==> src/rtl/fetch_cycle_if.sv <==
// Instruction-memory request/response bus between the fetch stage (master)
// and the instruction memory (slave).
`timescale 1ns/1ps
interface fetch_cycle_if;
  logic        imem_req;
  logic [31:0] imem_addr;
  logic        imem_ready;
  logic [31:0] imem_rdata;

  modport master (
    output imem_req,
    output imem_addr,
    input  imem_ready,
    input  imem_rdata
  );

  modport slave (
    input  imem_req,
    input  imem_addr,
    output imem_ready,
    output imem_rdata
  );
endinterface

==> src/rtl/fetch_cycle.sv <==
// Fetch stage with IF/ID register, hold buffer for stalled returns and discard of stale requests.
// Optional macro FETCH_MISALIGN_TRAP_EN: flag misaligned redirect targets on misalignF.
`timescale 1ns/1ps
module fetch_cycle #(
  parameter logic [31:0] RESET_PC  = 32'h0000_0000,
  parameter logic [31:0] NOP_INSTR = 32'h0000_0013
) (
  input  logic               clk,
  input  logic               reset,
  input  logic               StallF,
  input  logic               FlushD,
  input  logic               PCSrcE,
  input  logic [31:0]        PCTargetE,
  fetch_cycle_if.master      imem,
  output logic [31:0]        instructionF,
  output logic [31:0]        PCF,
  output logic [31:0]        PCPlus4F,
  output logic               validF,
  output logic               misalignF
);

  typedef enum logic [1:0] {IDLE, FETCH, HOLD, DISCARD} fetchState_t;

  fetchState_t stateQ, stateD;
  logic [31:0] pc_q;
  logic [31:0] disc_addr_q;
  logic [31:0] holdWordQ;

  logic        wordAvail;
  logic [31:0] availWord;
  logic        wordConsumed;
  logic        captureDisc;
  logic        captureHold;
  logic [31:0] targetAligned;

  function automatic logic [31:0] alignPc(input logic [31:0] target);
    return {target[31:2], 2'b00};
  endfunction

  function automatic logic isMisaligned(input logic [31:0] target);
    return target[1:0] != 2'b00;
  endfunction

  assign targetAligned = alignPc(PCTargetE);

  always_comb begin
    imem.imem_req  = (stateQ == FETCH) || (stateQ == DISCARD);
    imem.imem_addr = (stateQ == DISCARD) ? disc_addr_q : pc_q;
  end

  // A word offered to IF/ID comes either live from memory or from the hold buffer
  always_comb begin
    wordAvail    = ((stateQ == FETCH) && imem.imem_ready) || (stateQ == HOLD);
    availWord    = (stateQ == HOLD) ? holdWordQ : imem.imem_rdata;
    wordConsumed = wordAvail && !StallF && !FlushD && !PCSrcE;
  end

  always_comb begin
    stateD      = stateQ;
    captureDisc = 1'b0;
    captureHold = 1'b0;
    unique case (stateQ)
      IDLE: stateD = FETCH;
      FETCH: begin
        if (PCSrcE) begin
          if (!imem.imem_ready) begin
            stateD      = DISCARD;
            captureDisc = 1'b1;
          end
        end else if (imem.imem_ready && !wordConsumed) begin
          stateD      = HOLD;
          captureHold = 1'b1;
        end
      end
      HOLD: begin
        if (PCSrcE || wordConsumed) stateD = FETCH;
      end
      DISCARD: begin
        if (imem.imem_ready) stateD = FETCH;
      end
      default: stateD = IDLE;
    endcase
  end

  always_ff @(posedge clk or negedge reset) begin
    if (!reset) begin
      stateQ      <= IDLE;
      pc_q        <= RESET_PC;
      disc_addr_q <= 32'h0;
      holdWordQ   <= 32'h0;
    end else begin
      stateQ <= stateD;
      if (PCSrcE)            pc_q <= targetAligned;
      else if (wordConsumed) pc_q <= pc_q + 32'd4;
      if (captureDisc) disc_addr_q <= pc_q;
      if (captureHold) holdWordQ   <= imem.imem_rdata;
    end
  end

  // IF/ID boundary: bubble on redirect/flush beats stall, stall beats load
  always_ff @(posedge clk or negedge reset) begin
    if (!reset) begin
      instructionF <= NOP_INSTR;
      PCF          <= 32'h0;
      validF       <= 1'b0;
    end else if (PCSrcE || FlushD) begin
      instructionF <= NOP_INSTR;
      validF       <= 1'b0;
    end else if (!StallF) begin
      if (wordAvail) begin
        instructionF <= availWord;
        PCF          <= pc_q;
        validF       <= 1'b1;
      end else begin
        instructionF <= NOP_INSTR;
        validF       <= 1'b0;
      end
    end
  end

  assign PCPlus4F = PCF + 32'd4;

`ifdef FETCH_MISALIGN_TRAP_EN
  logic misalignQ;

  always_ff @(posedge clk or negedge reset) begin
    if (!reset) misalignQ <= 1'b0;
    else        misalignQ <= PCSrcE && isMisaligned(PCTargetE);
  end

  assign misalignF = misalignQ;
`else
  assign misalignF = 1'b0;
`endif

endmodule

==> src/flat_wrapper.sv <==
// flat-port wrapper written by rule: the top's interface ports become plain ports
module fetch_cycle_flat 
#(
  parameter logic [31:0] RESET_PC  = 32'h0000_0000,
  parameter logic [31:0] NOP_INSTR = 32'h0000_0013
)
  (clk, reset, StallF, FlushD, PCSrcE, PCTargetE, instructionF, PCF, PCPlus4F, validF, misalignF, imem_imem_req, imem_imem_addr, imem_imem_ready, imem_imem_rdata);
  fetch_cycle_if imem_i ();
  input  logic clk;
  input  logic reset;
  input  logic StallF;
  input  logic FlushD;
  input  logic PCSrcE;
  input  logic [31:0] PCTargetE;
  output logic [31:0] instructionF;
  output logic [31:0] PCF;
  output logic [31:0] PCPlus4F;
  output logic validF;
  output logic misalignF;
  output wire logic [$bits(imem_i.imem_req)-1:0] imem_imem_req;
  output wire logic [$bits(imem_i.imem_addr)-1:0] imem_imem_addr;
  input wire logic [$bits(imem_i.imem_ready)-1:0] imem_imem_ready;
  input wire logic [$bits(imem_i.imem_rdata)-1:0] imem_imem_rdata;
  assign imem_imem_req = imem_i.imem_req;
  assign imem_imem_addr = imem_i.imem_addr;
  assign imem_i.imem_ready = imem_imem_ready;
  assign imem_i.imem_rdata = imem_imem_rdata;
  fetch_cycle #(.RESET_PC(RESET_PC), .NOP_INSTR(NOP_INSTR)) u_core (.clk(clk), .reset(reset), .StallF(StallF), .FlushD(FlushD), .PCSrcE(PCSrcE), .PCTargetE(PCTargetE), .imem(imem_i), .instructionF(instructionF), .PCF(PCF), .PCPlus4F(PCPlus4F), .validF(validF), .misalignF(misalignF));
endmodule
==> config.mk <==
export PLATFORM = sky130hd
export DESIGN_NAME = fetch_cycle_flat
export DESIGN_NICKNAME = d
export VERILOG_FILES = /design/src/rtl/fetch_cycle_if.sv /design/src/rtl/fetch_cycle.sv /design/src/flat_wrapper.sv
export SDC_FILE = /design/constraint.sdc
export NUM_CORES = 1
export LEC_CHECK = 0
export CAP_MARGIN = 15
export CORE_MARGIN = 2
export CORE_UTILIZATION = 30
export CTS_CLUSTER_SIZE = 24
export DETAILED_ROUTE_END_ITERATION = 7
export SETUP_SLACK_MARGIN = 0.1
export SLEW_MARGIN = 20
export SYNTH_ARGS = -nofsm -noshare
export SYNTH_HDL_FRONTEND = slang
export SYNTH_SLANG_ARGS = --single-unit
==> constraint.sdc <==
create_clock -name clk -period 3.4 [get_ports clk]
set_input_delay 0.34 -clock clk [delete_from_list [all_inputs] [get_ports clk]]
set_output_delay 0.34 -clock clk [all_outputs]
set_load 0.005 [all_outputs]
Word level (Yosys, flattened, before mapping):

Cells that the tools add are included.

* register bits: 163
* latch bits: 0
* memory bits (writable): 0
* ROM bits: 0
* output and inout bits: 131
* logic and storage cells: 58
* memories kept: 0

* add/sub/neg operators: 2
* multiply operators: 0
* divide/modulo/power cells: 0
* order comparisons: 0
* eq/ne operators: 8
* shifts and indexed selects: 0
* muxes and demuxes: 22
* bitwise gates (word level): 2
* reductions and logical operators: 17

Operators with widths (count)
* 32-bit 2-to-1 mux: 7
* 32-bit by 3-bit adder with 32-bit output, second input constant: 2
* 2-bit 2-to-1 mux: 5
* 1-bit 2-to-1 mux: 9
* 2-bit one-hot mux with 4 select lines: 1
* 3-bit inequality test, second input constant: 2
* 1-bit logical AND: 5
* 2-bit == test, second input constant: 2
* 1-bit zero test: 4
* 1-bit logical OR: 4
* 2-bit inequality test, second input constant: 2
* 4-bit AND reduction: 1
* 3-bit AND reduction: 1
* 2-bit by 1-bit == test with 1-bit output, second input constant: 1
* 2-bit zero test: 1
* 2-bit by 1-bit inequality test with 1-bit output, second input constant: 1
* 1-bit NOT: 2
* 2-bit nonzero test: 1

Logic depth before layout (Yosys ltp):

* depth in word-level cells: 11
* gate-level depth with buffers: 7
* gate-level depth less buffers: 5

Worst setup path before layout:

Ideal clock, no wire load.

* kind: reg-to-output
* start point: reg u_core.PCF[2]
* end point: out PCPlus4F[16]
* data arrival time: 1.562 ns
* setup slack: 1.498 ns
* stages on the path, launching flop included: 6
* cells stage by stage: dfrtp_1 ha_1 nand3_1 nor3_2 and3_1 xor2_1

* longest elaborated chain between the ends: 1

RTL lines
* from (decl): line fetch_cycle.sv:16 `output logic [31:0] PCF,`
* from (signal assigned): line fetch_cycle.sv:112 `PCF <= pc_q;`
* 32-bit by 3-bit adder with 32-bit output: line fetch_cycle.sv:121 `assign PCPlus4F = PCF + 32'd4;`
* to (decl): line flat_wrapper.sv:17 `output logic [31:0] PCPlus4F;`

Every way passes these cells.

Worst setup path after layout:

* start point: reg u_core.PCF[7]
* end point: out PCPlus4F[31]

Same word-level chain as after synthesis.

==> impl_results.md <==
- Post-synth ARST share: 100.0%
- Root Buffer: clkbuf_16
- Worst hold path class: primary input to flip-flop
- Rel. slew slack: 37.66%
- CTS max path bufs: 2
- Share of layout cells above drive strength 1: 17.57%
- CTS sink cnt: roughly 160
- Most common cell after layout, fill and taps aside: clkdlybuf4s50_1
- Drt pass-1 iters: 5
- Crit path DAT: approximately 2.7 ns
- Commonest non-fill, non-tap cells in the layout: 190 x clkdlybuf4s50_1, 154 x dfrtp_1, 94 x mux2_2
- Core Region: 25,980 sq um
- Crit-path cells: nand4_1, nor3_2, nand4_1, xnor2_1, clkdlybuf4s50_1
- Slew Viols, Final: 0
- P&R area growth vs syn: 36.54%
- Die height: 166.5 um
- Fin. Hold Viols: 0
- CP Launch Type: flip-flop
- Synth unique cells: 60
- Routed len/inst: 18.22 um
- Sequential area share after synthesis: 49.65%
- Die Width: between 150 and 200 um
- Vias in the first global route: 6,301
- Max Clock Skew: between 0.009 and 0.01 ns
- Cell accounting for the most synthesized area: dfrtp_1
- Starting Density: 30.48%
- Total global-route track usage: between 10% and 20%
- Final wirelength: 22,610 um
- Clk slew on worst S/H paths: 0.07 ns
- Die area: 27,720 sq um
- Status: completed
- Clock period minus worst slack: 3.068 ns
- Htree depth: 4
- Vias per std cell: 4.984
- Synth Register Bits: 157
- Max_cap viols: 0
- Synth warn: 0
- Number of placement rows: between 50 and 60
- Largest net degree at the start of global routing: 72
- Top post-synthesis cells by area: dfrtp_1 49%, mux2_2 13%, mux2i_1 3.8%
- CTS tree: yes
- IO buf count: about 190
- DRC: 0
- Setup crit end kind: primary output
- Total gr overflow: 0
- Detailed-route via count: a little over 6,000
- Total power: 6.693 mW
- # fillers: 2,524
- Clock Latency Late Sink: 0.43 ns
- Mapped Cells: 710
- Slowest cell on crit path: nor3_2
- Initial antenna violation count: 3
- Number of synthesized flops with an enable pin: 0
- RSZ-0062 raised after global routing: no
- Synth top area share: 48.66%
- Post-route ant nets: 0
- Worst Tran Pin Value: a little over 0.9 ns
- RePlAce Congestion: 0.8058
- Worst Hold Margin: between 0.4 and 0.5 ns
- Starting DRT DRC Count: ~420
- Final period util: 90.24%
- Dpl hpwl: about 16,000 um
- Setup Buffers After CTS: 0
- Max incr delay on CP: 0.66 ns
- Pwr Density: 618.9 nW/um^2
- Critical path required time: 3.06 ns
- Global-route wire length before repair: 36,310 um
- Mapped cell area: 7920 sq um
- Critical path type: flip-flop to primary output
- Crit path top cell by count: nand4_1
- VDD IR-drop max: 350.6 uV
- Reg2Reg Setup Slack: 1.17 ns
- Setup TNS: 0 ns
- Num ports: 201
- Post-placement setup slack: 0.6818 ns
- CTS Buf Count: 17
- Final #Nets: 964
- Fmax achieved: between 300 and 400 MHz
- Final Util: 41.62%
- CP max FO: 9
- Mean post-synth cell area: around 11 sq um
- Leakage power: about 4.2 nW
- Setup Viol. Count Final: 0
- Main synth FF type: dfrtp_1
- Setup ws final: 0.3318 ns
## power by group
| part | switching [mW] | internal (mW) |
|---|---|---|
| logic | 0.626 | 1.27 |
| registers | 0.444 | 2.31 |
| clock network | 0.817 | 1.23 |
## cell type report
class,count,area (sq um),area share (%)
clock buffer,21,470.5,4.350
sequential,157,3933,36.36
tap,335,419.2,3.876
timing repair buffer,206,2053,18.99
multi-input combinational,501,3745,34.63
inverter,9,33.78,0.3124
clock inverter,11,157.7,1.458
antenna,1,2.502,0.02314
## critical path, delay by kind of cell (launching register included)
family / cells / cell delay, ns
xor gates and xnor gates: 1 / 0.19
buffers and inverters: 1 / 0.52
DFF: 1 / 0.45
and+or+nand+nor: 3 / 1.14
## worst paths after layout
kind | to | cells past startpoint | startpoint
max in group asynchronous | u_core.instructionF[15] | 3 | reset
min | u_core.instructionF[0] | 3 | imem_imem_rdata[0]
max | PCPlus4F[31] | 5 | u_core.PCF[7]
min in group asynchronous | u_core.disc_addr_q[22] | 2 | reset
max reg2reg | u_core.pc_q[30] | 4 | u_core.pc_q[9]
min reg2reg | u_core.instructionF[8] | 2 | u_core.instructionF[8]
## state kept, by name, summed over array words and instances (netlist names)
| register | count |
|---|---|
| u_core.holdWordQ | 32 |
| u_core.pc_q | 30 |
| u_core.disc_addr_q | 30 |
| u_core.stateQ | 2 |
| u_core.PCF | 30 |
| u_core.validF | 1 |
| u_core.instructionF | 32 |
## what timing repair did
action	4_1_cts	5_1_grt
resized for setup	0	2
endpoints found under the hold margin	66	0
hold buffers	1	0
endpoints found under the setup margin	0	6
## routing by layer
layer | global-route usage (%) | wire length [um] | share of wire, % | vias to the layer above
li1 | - | - | - | 2933
met1 | 21.04 | 9829 | 43 | 3014
met2 | 26.30 | 10460 | 46 | 220
met3 | 6.892 | 2128 | 9.4 | 14
met4 | 4.460 | 170 | 0.75 | 4
met5 | 0 | 27 | 0.12 | -
## cells in the mapped netlist (all sizes together) (2+ instances only)
master / instances
nand3: 20
o211ai: 4
mux2: 116
or3: 6
inv: 9
or4: 9
a31oi: 20
nor4b: 3
o41ai: 3
dfstp: 3
xor2: 8
a2111oi: 2
nand2: 72
nand4b: 2
o31ai: 9
and3: 8
and2: 2
nor2: 30
buf: 29
dfrtp: 154
and4: 7
a211oi: 2
nand4: 21
xnor2: 27
o21ai: 58
nand2b: 2
nor3: 7
ha: 2
clkbuf: 20
nor4: 2
nor2b: 3
nand3b: 2
a21oi: 4
mux2i: 30
## per-stage QoR
step                instance area [sq um]  instances
finish                              10810       1241
global route                        10810       1240
CTS                                 10800       1240
detailed placement                  10160       1207
global placement                    10160       1207
floorplan                            7943        716
## kinds of logic (layout without fill, tap and decap cells)
kind of cell / after synthesis / in the layout / synth area share [%]
and+or+nand+nor: 200 / 200 / 13.13
DFF: 157 / 157 / 49.65
muxes: 146 / 146 / 20.28
AOI/OAI and AO/OA: 111 / 111 / 9.052
buffers and inverters: 58 / 247 / 3.649
xor gates and xnor gates: 35 / 35 / 3.871
adders and majority gates: 2 / 2 / 0.3159
other: 1 / 8 / 0.04735
No activity file was read; power rests on OpenSTA's default activity.
